==> config.mk <==
export PLATFORM = sky130hd
export DESIGN_NAME = serial_adder_ctrl_flat
export DESIGN_NICKNAME = d
export VERILOG_FILES = /design/src/rtl/serial_adder_ctrl_if.sv /design/src/rtl/serial_adder_ctrl.sv /design/src/flat_wrapper.sv
export SDC_FILE = /design/constraint.sdc
export NUM_CORES = 1
export LEC_CHECK = 0
export CORE_MARGIN = 5
export CORE_UTILIZATION = 52
export DETAILED_ROUTE_END_ITERATION = 10
export GPL_ROUTABILITY_DRIVEN = 0
export HOLD_SLACK_MARGIN = 0.05
export MAX_ROUTING_LAYER = met4
export PLACE_DENSITY = 0.86
export RECOVER_POWER = 50
export SLEW_MARGIN = 20
export SYNTH_ARGS = -nofsm -noshare
export SYNTH_HDL_FRONTEND = slang
export SYNTH_SLANG_ARGS = --single-unit
==> constraint.sdc <==
create_clock -name clk -period 3.29 [get_ports clk]
set_clock_uncertainty 0.05 [all_clocks]
set_input_delay 0.8225 -clock clk [delete_from_list [all_inputs] [get_ports clk]]
set_output_delay 0.8225 -clock clk [all_outputs]
set_load 0.1 [all_outputs]
==> src/rtl/serial_adder_ctrl_if.sv <==
// -----------------------------------------------------------------------------
// serial_adder_ctrl_if
//   Handshake and data bundle for the bit-serial add sequencer.
//   Configuration macro: SERIAL_ADDER_SUB_EN adds the `sub` request bit.
//   Signals:
//     start  request, sampled by the sequencer only when busy=0
//     a, b   WIDTH-bit operands, captured on an accepted start
//     cin    carry-in, captured on an accepted start
//     sub    (SERIAL_ADDER_SUB_EN only) subtract request, captured with operands
//     busy   high while bits are being processed
//     done   one-cycle pulse, sum/cout/ovf valid
//     sum    WIDTH-bit result, held until the next accepted start
//     cout   carry out of the MSB
//     ovf    signed overflow
//   Modports: master drives requests (user side), slave is the sequencer.
// -----------------------------------------------------------------------------
interface serial_adder_ctrl_if #(
    parameter int WIDTH = 8
);
    logic             start;
    logic [WIDTH-1:0] a;
    logic [WIDTH-1:0] b;
    logic             cin;
`ifdef SERIAL_ADDER_SUB_EN
    logic             sub;
`endif
    logic             busy;
    logic             done;
    logic [WIDTH-1:0] sum;
    logic             cout;
    logic             ovf;

`ifdef SERIAL_ADDER_SUB_EN
    modport master (output start, a, b, cin, sub, input busy, done, sum, cout, ovf);
    modport slave  (input start, a, b, cin, sub, output busy, done, sum, cout, ovf);
`else
    modport master (output start, a, b, cin, input busy, done, sum, cout, ovf);
    modport slave  (input start, a, b, cin, output busy, done, sum, cout, ovf);
`endif
endinterface

==> src/rtl/serial_adder_ctrl.sv <==
// -----------------------------------------------------------------------------
// serial_adder_ctrl
//   Bit-serial add sequencer: one 1-bit full_adder cell is reused across a
//   WIDTH-bit operand pair, LSB first, one bit per clock, with a carry
//   flip-flop closing the loop. start/busy/done handshake; the result is held
//   until the next accepted start.
//   Configuration macro: SERIAL_ADDER_SUB_EN -- when defined, the `sub` bit on
//   the interface selects a - b (B captured inverted, carry seeded with 1).
//   Ports:
//     clk    rising-edge clock
//     rst_n  synchronous active-low reset
//     bus    serial_adder_ctrl_if.slave (start, a, b, cin, [sub] in;
//            busy, done, sum, cout, ovf out)
//   Parameter WIDTH (>=2) sets operand/result width.
// -----------------------------------------------------------------------------

// 1-bit full adder cell that the sequencer time-multiplexes.
module full_adder (
    input  logic a,
    input  logic b,
    input  logic ci,
    output logic s,
    output logic co
);
    assign s  = a ^ b ^ ci;
    assign co = (a & b) | (ci & (a ^ b));
endmodule

module serial_adder_ctrl #(
    parameter int WIDTH = 8
) (
    input  logic                clk,
    input  logic                rst_n,
    serial_adder_ctrl_if.slave  bus
);
    localparam int            CW       = $clog2(WIDTH + 1);
    localparam logic [CW-1:0] LAST_BIT = CW'(WIDTH - 1);

    typedef enum logic [1:0] {
        IDLE = 2'd0,
        RUN  = 2'd1,
        DONE = 2'd2
    } state_t;

    state_t           state;
    state_t           state_next;
    logic             accept;
    logic             last_bit;

    logic [WIDTH-1:0] a_sr;
    logic [WIDTH-1:0] b_sr;
    logic [WIDTH-1:0] sum_r;
    logic             carry;
    logic             cout_r;
    logic             ovf_r;
    logic [CW-1:0]    count;

    logic [WIDTH-1:0] b_load;
    logic             carry_init;
    logic             fa_s;
    logic             fa_co;

`ifdef SERIAL_ADDER_SUB_EN
    // Subtract as a + ~b + 1: invert B on capture and force the carry seed.
    assign b_load     = bus.sub ? ~bus.b : bus.b;
    assign carry_init = bus.sub | bus.cin;
`else
    assign b_load     = bus.b;
    assign carry_init = bus.cin;
`endif

    full_adder u_fa (
        .a  (a_sr[0]),
        .b  (b_sr[0]),
        .ci (carry),
        .s  (fa_s),
        .co (fa_co)
    );

    // The edge that processes bit WIDTH-1 brings the count to WIDTH.
    assign last_bit = (state == RUN) && (count == LAST_BIT);

    // NOTE: synchronous reset lives inside the clocked block; nothing in the
    // sensitivity list but the clock edge.
    always_ff @(posedge clk) begin
        if (!rst_n) begin
            state <= IDLE;
        end else begin
            state <= state_next;
        end
    end

    // NOTE: every output of a combinational block gets a default first, so a
    // missed branch cannot infer a latch.
    always_comb begin
        state_next = state;
        accept     = 1'b0;
        case (state)
            IDLE: begin
                if (bus.start) begin
                    state_next = RUN;
                    accept     = 1'b1;
                end
            end
            RUN: begin
                if (last_bit) begin
                    state_next = DONE;
                end
            end
            DONE: begin
                // Accepting here allows back-to-back operations.
                if (bus.start) begin
                    state_next = RUN;
                    accept     = 1'b1;
                end else begin
                    state_next = IDLE;
                end
            end
            default: state_next = IDLE;
        endcase
    end

    // Datapath. The operand shift registers are ordinary registers and are
    // cleared on reset along with everything else, so a reset mid-RUN leaves
    // no trace of the discarded operation.
    // NOTE: non-blocking assignments for all state so every register samples
    // the pre-edge values, independent of statement order.
    always_ff @(posedge clk) begin
        if (!rst_n) begin
            a_sr   <= '0;
            b_sr   <= '0;
            sum_r  <= '0;
            carry  <= 1'b0;
            cout_r <= 1'b0;
            ovf_r  <= 1'b0;
            count  <= '0;
        end else if (accept) begin
            a_sr   <= bus.a;
            b_sr   <= b_load;
            carry  <= carry_init;
            count  <= '0;
            sum_r  <= '0;
            cout_r <= 1'b0;
            ovf_r  <= 1'b0;
        end else if (state == RUN) begin
            a_sr   <= a_sr >> 1;
            b_sr   <= b_sr >> 1;
            // New sum bit enters at the MSB; after WIDTH shifts bit 0 is at [0].
            sum_r  <= {fa_s, sum_r[WIDTH-1:1]};
            carry  <= fa_co;
            count  <= count + 1'b1;
            if (last_bit) begin
                cout_r <= fa_co;
                // carry FF holds the carry into the MSB at this edge.
                ovf_r  <= carry ^ fa_co;
            end
        end
    end

    // Outputs are decoded from registers only.
    assign bus.busy = (state == RUN);
    assign bus.done = (state == DONE);
    assign bus.sum  = sum_r;
    assign bus.cout = cout_r;
    assign bus.ovf  = ovf_r;

endmodule

==> src/flat_wrapper.sv <==
// flat-port wrapper written by rule: the top's interface ports become plain ports
module serial_adder_ctrl_flat 
#(
    parameter int WIDTH = 8
)
  (clk, rst_n, bus_start, bus_a, bus_b, bus_cin, bus_busy, bus_done, bus_sum, bus_cout, bus_ovf);
  serial_adder_ctrl_if #(.WIDTH(WIDTH)) bus_i ();
  input  logic clk;
  input  logic rst_n;
  input wire logic [$bits(bus_i.start)-1:0] bus_start;
  input wire logic [$bits(bus_i.a)-1:0] bus_a;
  input wire logic [$bits(bus_i.b)-1:0] bus_b;
  input wire logic [$bits(bus_i.cin)-1:0] bus_cin;
  output wire logic [$bits(bus_i.busy)-1:0] bus_busy;
  output wire logic [$bits(bus_i.done)-1:0] bus_done;
  output wire logic [$bits(bus_i.sum)-1:0] bus_sum;
  output wire logic [$bits(bus_i.cout)-1:0] bus_cout;
  output wire logic [$bits(bus_i.ovf)-1:0] bus_ovf;
  assign bus_i.start = bus_start;
  assign bus_i.a = bus_a;
  assign bus_i.b = bus_b;
  assign bus_i.cin = bus_cin;
  assign bus_busy = bus_i.busy;
  assign bus_done = bus_i.done;
  assign bus_sum = bus_i.sum;
  assign bus_cout = bus_i.cout;
  assign bus_ovf = bus_i.ovf;
  serial_adder_ctrl #(.WIDTH(WIDTH)) u_core (.clk(clk), .rst_n(rst_n), .bus(bus_i));
endmodule
# After elaboration in Yosys (flattened, before gate mapping)

Index checks and enable logic that the tools add are counted.

Output and inout port bits: 12
Input port bits: 20
Register bits: 33

Add/sub/neg operators: 1
Mux-type cells: 12
Equality and inequality tests: 5
Bitwise logic cells: 7
Reduce and logical (&&, ||, !) cells: 7

Operators with widths:

| cell                                                            | count |
|---|---|
| 8-bit two-way mux                                               | 4 |
| 2-bit one-hot mux with 3 select lines                           | 1 |
| 1-bit two-way mux                                               | 5 |
| 4-bit by 1-bit adder with 4-bit output, second input constant   | 1 |
| 4-bit by 3-bit == test with 1-bit output, second input constant | 1 |
| 2-bit two-way mux                                               | 2 |
| 2-bit AND reduction                                             | 2 |
| 2-bit OR reduction                                              | 2 |
| 1-bit bitwise XOR                                               | 3 |
| 1-bit AND                                                       | 2 |
| 2-bit by 1-bit == test with 1-bit output, second input constant | 1 |
| 2-bit == test, second input constant                            | 1 |
| 2-bit zero test                                                 | 1 |
| 2-bit by 1-bit != test with 1-bit output, second input constant | 1 |
| 2-bit != test, second input constant                            | 1 |
| 2-bit nonzero test                                              | 1 |
| 1-bit logical AND                                               | 1 |
| 1-bit inverter                                                  | 1 |
| 1-bit OR                                                        | 1 |

# Longest topological paths before layout

Depth in word-level cells: 5
Depth in mapped cells: 6

# By module

Synthesis repeated with hierarchy kept, for this count alone.

Cell total of the unflattened synthesis: 156
Area, all modules: 1,347.5 µm²

By module, submodules not included:

| module            | cells each | instances | area an instance (µm²) |
|---|---|---|---|
| serial_adder_ctrl | 155        | 1         | 1,327.5 |
| full_adder        | 1          | 1         | 20.0 |

# Worst setup path after synthesis

Ideal clock, no wire load.

Path type: register to output
Start: register u_core.state[0]
End: output port bus_done
Path buffers: 0
Arrival time: 1.664 ns
Cell stages (with the launch flop): 2
Setup slack: 0.753 ns
Cells stage by stage: dfxtp_1 nor2b_1

Cells in the longest elaborated chain, start to end: 1

Ends and longest elaborated chain:

| element                  | line                     | RTL |
|---|---|---|
| start: declaration       | serial_adder_ctrl.sv:45  | `state_t state;` |
| start signal: assignment | serial_adder_ctrl.sv:89  | `state <= state_next;` |
| 2-bit == test            | serial_adder_ctrl.sv:162 | `assign bus.done = (state == DONE);` |
| end: declaration         | flat_wrapper.sv:15       | `output wire logic [$bits(bus_i.done)-1:0] bus_done;` |

No other way between the ends.

# Final worst setup path

Start: input port rst_n
End: register u_core.ovf_r, in the netlist u_core.bus.ovf

Cells in the longest elaborated chain, start to end: 2

Ends and longest elaborated chain:

| element                             | line                     | RTL |
|---|---|---|
| start: declaration                  | flat_wrapper.sv:9        | `input logic rst_n;` |
| 1-bit inverter (no source line)     | n/a                      |  |
| 2-bit OR reduction (no source line) | n/a                      |  |
| end signal: assignment              | serial_adder_ctrl.sv:155 | `ovf_r <= carry ^ fa_co;` |
| end: declaration                    | serial_adder_ctrl.sv:55  | `logic ovf_r;` |

No other way between the ends.
A chain may end at the register's enable or synchronous reset.

==> metrics.log <==
INFO  metric run_status = completed
INFO  metric power.combinational.fraction = between 10% and 20%
INFO  metric floorplan.initialDensity = between 50 and 60%
INFO  metric timing.critical_path.max_delay_family = buffers and inverters
INFO  metric clock_tree.htree_level_count = 2
INFO  metric power_per_cell_area = 468 nW/um2
INFO  metric core = approximately 2500 um2
INFO  metric clock_slew_seen_by_the_registers_of_the_worst_setup_and_hold_paths = approximately 0.11 ns
INFO  metric grt_pass1_vias = 1176
INFO  metric io_buffer_count = 31
INFO  metric placement.cell_area = roughly 1600 um2
INFO  metric timing.critical_path.from_type = input port
INFO  metric chipHeight = 60.8 um
INFO  metric use_met1 = ~22%
INFO  metric layout-area-overhead-vs-synth = 23.2%
INFO  metric fin_crit_sh = around 76%
INFO  metric vias = about 1.2k
INFO  metric first_pass_iters = 4
INFO  metric post_synth_inst_count = 156
INFO  metric period_needed = roughly 2.5 ns
INFO  metric most-common-layout-cells = sky130_fd_sc_hd__dfxtp_1, sky130_fd_sc_hd__nand2_1, sky130_fd_sc_hd__clkdlybuf4s50_1, sky130_fd_sc_hd__a21oi_1
INFO  metric syn_area = ~1300 um2
INFO  metric wire_per_inst = around 13 um
INFO  metric worstHoldPathType = flop to flop
INFO  metric fill_cells = between 200 and 250
INFO  metric first_iter_violations = 62
INFO  metric postSynthNetCount = approximately 180
INFO  metric report.final.setup_viol = 0
INFO  metric cts_num_sinks = 33
INFO  metric p_sw_share = around 28%
INFO  metric synth-seq-cells = 33
INFO  metric rsz_0062_raised_after_global_routing = no
INFO  metric cts_hold_buffers = 0
INFO  metric critPathBufInv = 2
INFO  metric timing.critical_path.slowest_stage_cell = sky130_fd_sc_hd__clkbuf_1
INFO  metric grt_remaining_overflow = 0
INFO  metric final-seq-area = ~660 um2
INFO  metric critical_path.max_fanout = 20
INFO  metric yosysSeqAreaShare = 49.3%
INFO  metric floorplan.die_area = roughly 3700 um2
INFO  metric cts_made_buffers = 5
INFO  metric postCtsSetupBuffers = 0
INFO  metric worst-r2r-cell-count = 3
INFO  metric final-instance-count-excl-fill = roughly 220
INFO  metric timing_worst_slew_pin_value = around 1.2 ns
INFO  metric grt_max_degree = 32
INFO  metric antenna_found_initial = 0
INFO  metric route.final.wire_length = just under 3000 um
INFO  metric cp.required = about 3.5 ns
INFO  metric hold_viol_final = 0
INFO  metric viasPerCell = between 5 and 6
INFO  metric critical_path_depth = 4
INFO  metric cell_internal_pwr = approximately 550 uW
INFO  metric synth-warning-count = 0
INFO  metric finalNetCount = 208
INFO  metric globalRouteMet2Util = 30.7%
INFO  metric max_clock_freq = between 300 and 400 MHz
INFO  metric finalSetupTns = 0 ns
INFO  metric hpwl = between 2000 and 2500 um
INFO  metric antenna_violating_nets_post_route = 0
INFO  metric yosys.cell_types.count = 26
INFO  metric placementRows = 18
INFO  metric power_switching = 220 uW
INFO  metric antenna_diode_count = 0
INFO  metric cts_resized = 0
INFO  metric met3_usage = under 10%
INFO  metric clock_insertion_delay_worst_skew = 0.33 ns
INFO  metric crit_path_max_incr_delay = 0.58 ns
INFO  metric tritoncts = built
INFO  metric layout.cell_area.non_filler = 1650 um2
INFO  metric cts_buffer_depth = 2
INFO  metric ioPinCount = 32
INFO  metric floorplan.die.width = roughly 61 um
INFO  metric power_frac_seq = ~56%
INFO  metric top_usage_layer = met2
INFO  metric post-layout-total-power = 774 uW
INFO  metric synth-main-ff-cell = sky130_fd_sc_hd__dfxtp_1
INFO  metric layout_commonest_cell = sky130_fd_sc_hd__dfxtp_1
INFO  metric ctsRootBufferMaster = sky130_fd_sc_hd__clkbuf_4
INFO  metric crit_type = input port to flop
INFO  metric worstPathCellList = dlygate4sd3_1 > clkbuf_1 > nand2_1 > nor3_1
INFO  metric slew-limit-headroom = a little under a quarter
INFO  metric synth_enable_flop_cells = 0
INFO  metric synthArstFlopShare = 0%
INFO  metric track_usage = between 10% and 20%
INFO  metric drcViolationCount = 0
INFO  metric timing.critical_path.arrival = 2.71 ns
INFO  metric final_max_slew_viol_count = 0
INFO  metric cp-end-kind = flop
INFO  metric peakVddDrop = around 0.00037 V
INFO  metric fraction_of_final_layout_cells_with_drive_strength_greater_than_1 = between 8 and 9%
INFO  metric holdPathStages = 2
INFO  metric share_clk_of_total_power = ~28%
INFO  metric post_synth.cell_area_avg = between 8 and 9 um2
INFO  metric power.static_leakage = 0.000595 uW
INFO  metric global_route_wire_length_before_repair = slightly above 5000 um
INFO  metric area_occupied_by_multi_input_gates = around 610 um2
INFO  metric drv.max_cap_violation_count = 0
INFO  metric dp.cells = 209
==> cell usage after synthesis, drive strengths merged, types with 2 or more instances <==
cell	instances	area, um2
a21boi	4	30.0
a21oi	13	65.1
a22oi	3	22.5
a31oi	3	18.8
buf	10	62.6
clkbuf	2	7.51
dfxtp	33	661
nand2	29	109
nand2b	2	12.5
nand3	6	30.0
nand3b	2	15.0
nor2	11	41.3
nor2b	2	12.5
nor3	11	55.1
o21ai	6	30.0
o221ai	9	78.8
xor2	2	17.5
==> logic make-up after synthesis <==
family                     share of synthesized area [%]
and+or+nand+nor                                     22.6
AOI/OAI and AO/OA                                   18.3
DFF                                                 49.3
buffers and inverters                               5.50
xor gates and xnor gates                            1.96
adders and majority gates                           2.43
==> flip-flops by register name, summed over array words and instances, names as in the netlist <==
signal and flops:
u_core.a_sr 8, u_core.b_sr 8, u_core.bus.cout 1, u_core.bus.ovf 1, u_core.bus.sum 8, u_core.carry 1, u_core.count 4, u_core.state 2
==> cell type report <==
class                   instances  area share [%]
inverters                       1           0.227
well taps                      30            2.27
flip-flops and latches         33            40.0
clock buffers                   5            2.27
multi-input cells             110            36.7
repair buffers                 35            17.5
clock inverters                 3            1.06
==> final timing paths <==
path                     start                end  slack [ns]
max                      rst_n     u_core.bus.ovf        0.78
min          u_core.bus.sum[0]  u_core.bus.sum[0]        0.42
max reg2reg    u_core.state[0]     u_core.bus.ovf        1.71
min reg2reg  u_core.bus.sum[0]  u_core.bus.sum[0]        0.42
==> worst reg2reg max path: cells and delay by family (launching register included) <==
| kind | cells | cell delay [ns] |
|---|---|---|
| flip-flops | 1 | 0.41 |
| AND/OR/NAND/NOR | 3 | 1.05 |
==> power by group through the flow <==
| stage | Combinational, uW | Clock (uW) | Sequential [uW] |
|---|---|---|---|
| after floorplan | 79.3 | 0 | 446 |
| after global placement | 120 | 0 | 443 |
| after detailed placement | 123 | 0 | 444 |
| after CTS | 124 | 227 | 435 |
| after global routing | 135 | 246 | 438 |
| final | 122 | 217 | 435 |
==> through the flow <==
stage / util, % / worst slack [ns] / hold slack, ns
3_3_place_gp: 65.9 / 1.03 / 0.393
4_1_cts: 68.1 / 0.900 / 0.427
6_report: 66.7 / 0.782 / 0.423
3_5_place_dp: 65.9 / 0.915 / 0.412
5_1_grt: 66.7 / 0.629 / 0.447
2_1_floorplan: - / 0.753 / 0.382
==> routing by layer <==
| layer | wire, um | share of wire, % |
|---|---|---|
| met4 | 44 | 1.5 |
| met2 | 1360 | 47 |
| met3 | 192 | 6.6 |
| met1 | 1310 | 45 |
| met5 | 0 | 0 |
Power figures use the tool's default switching activity.
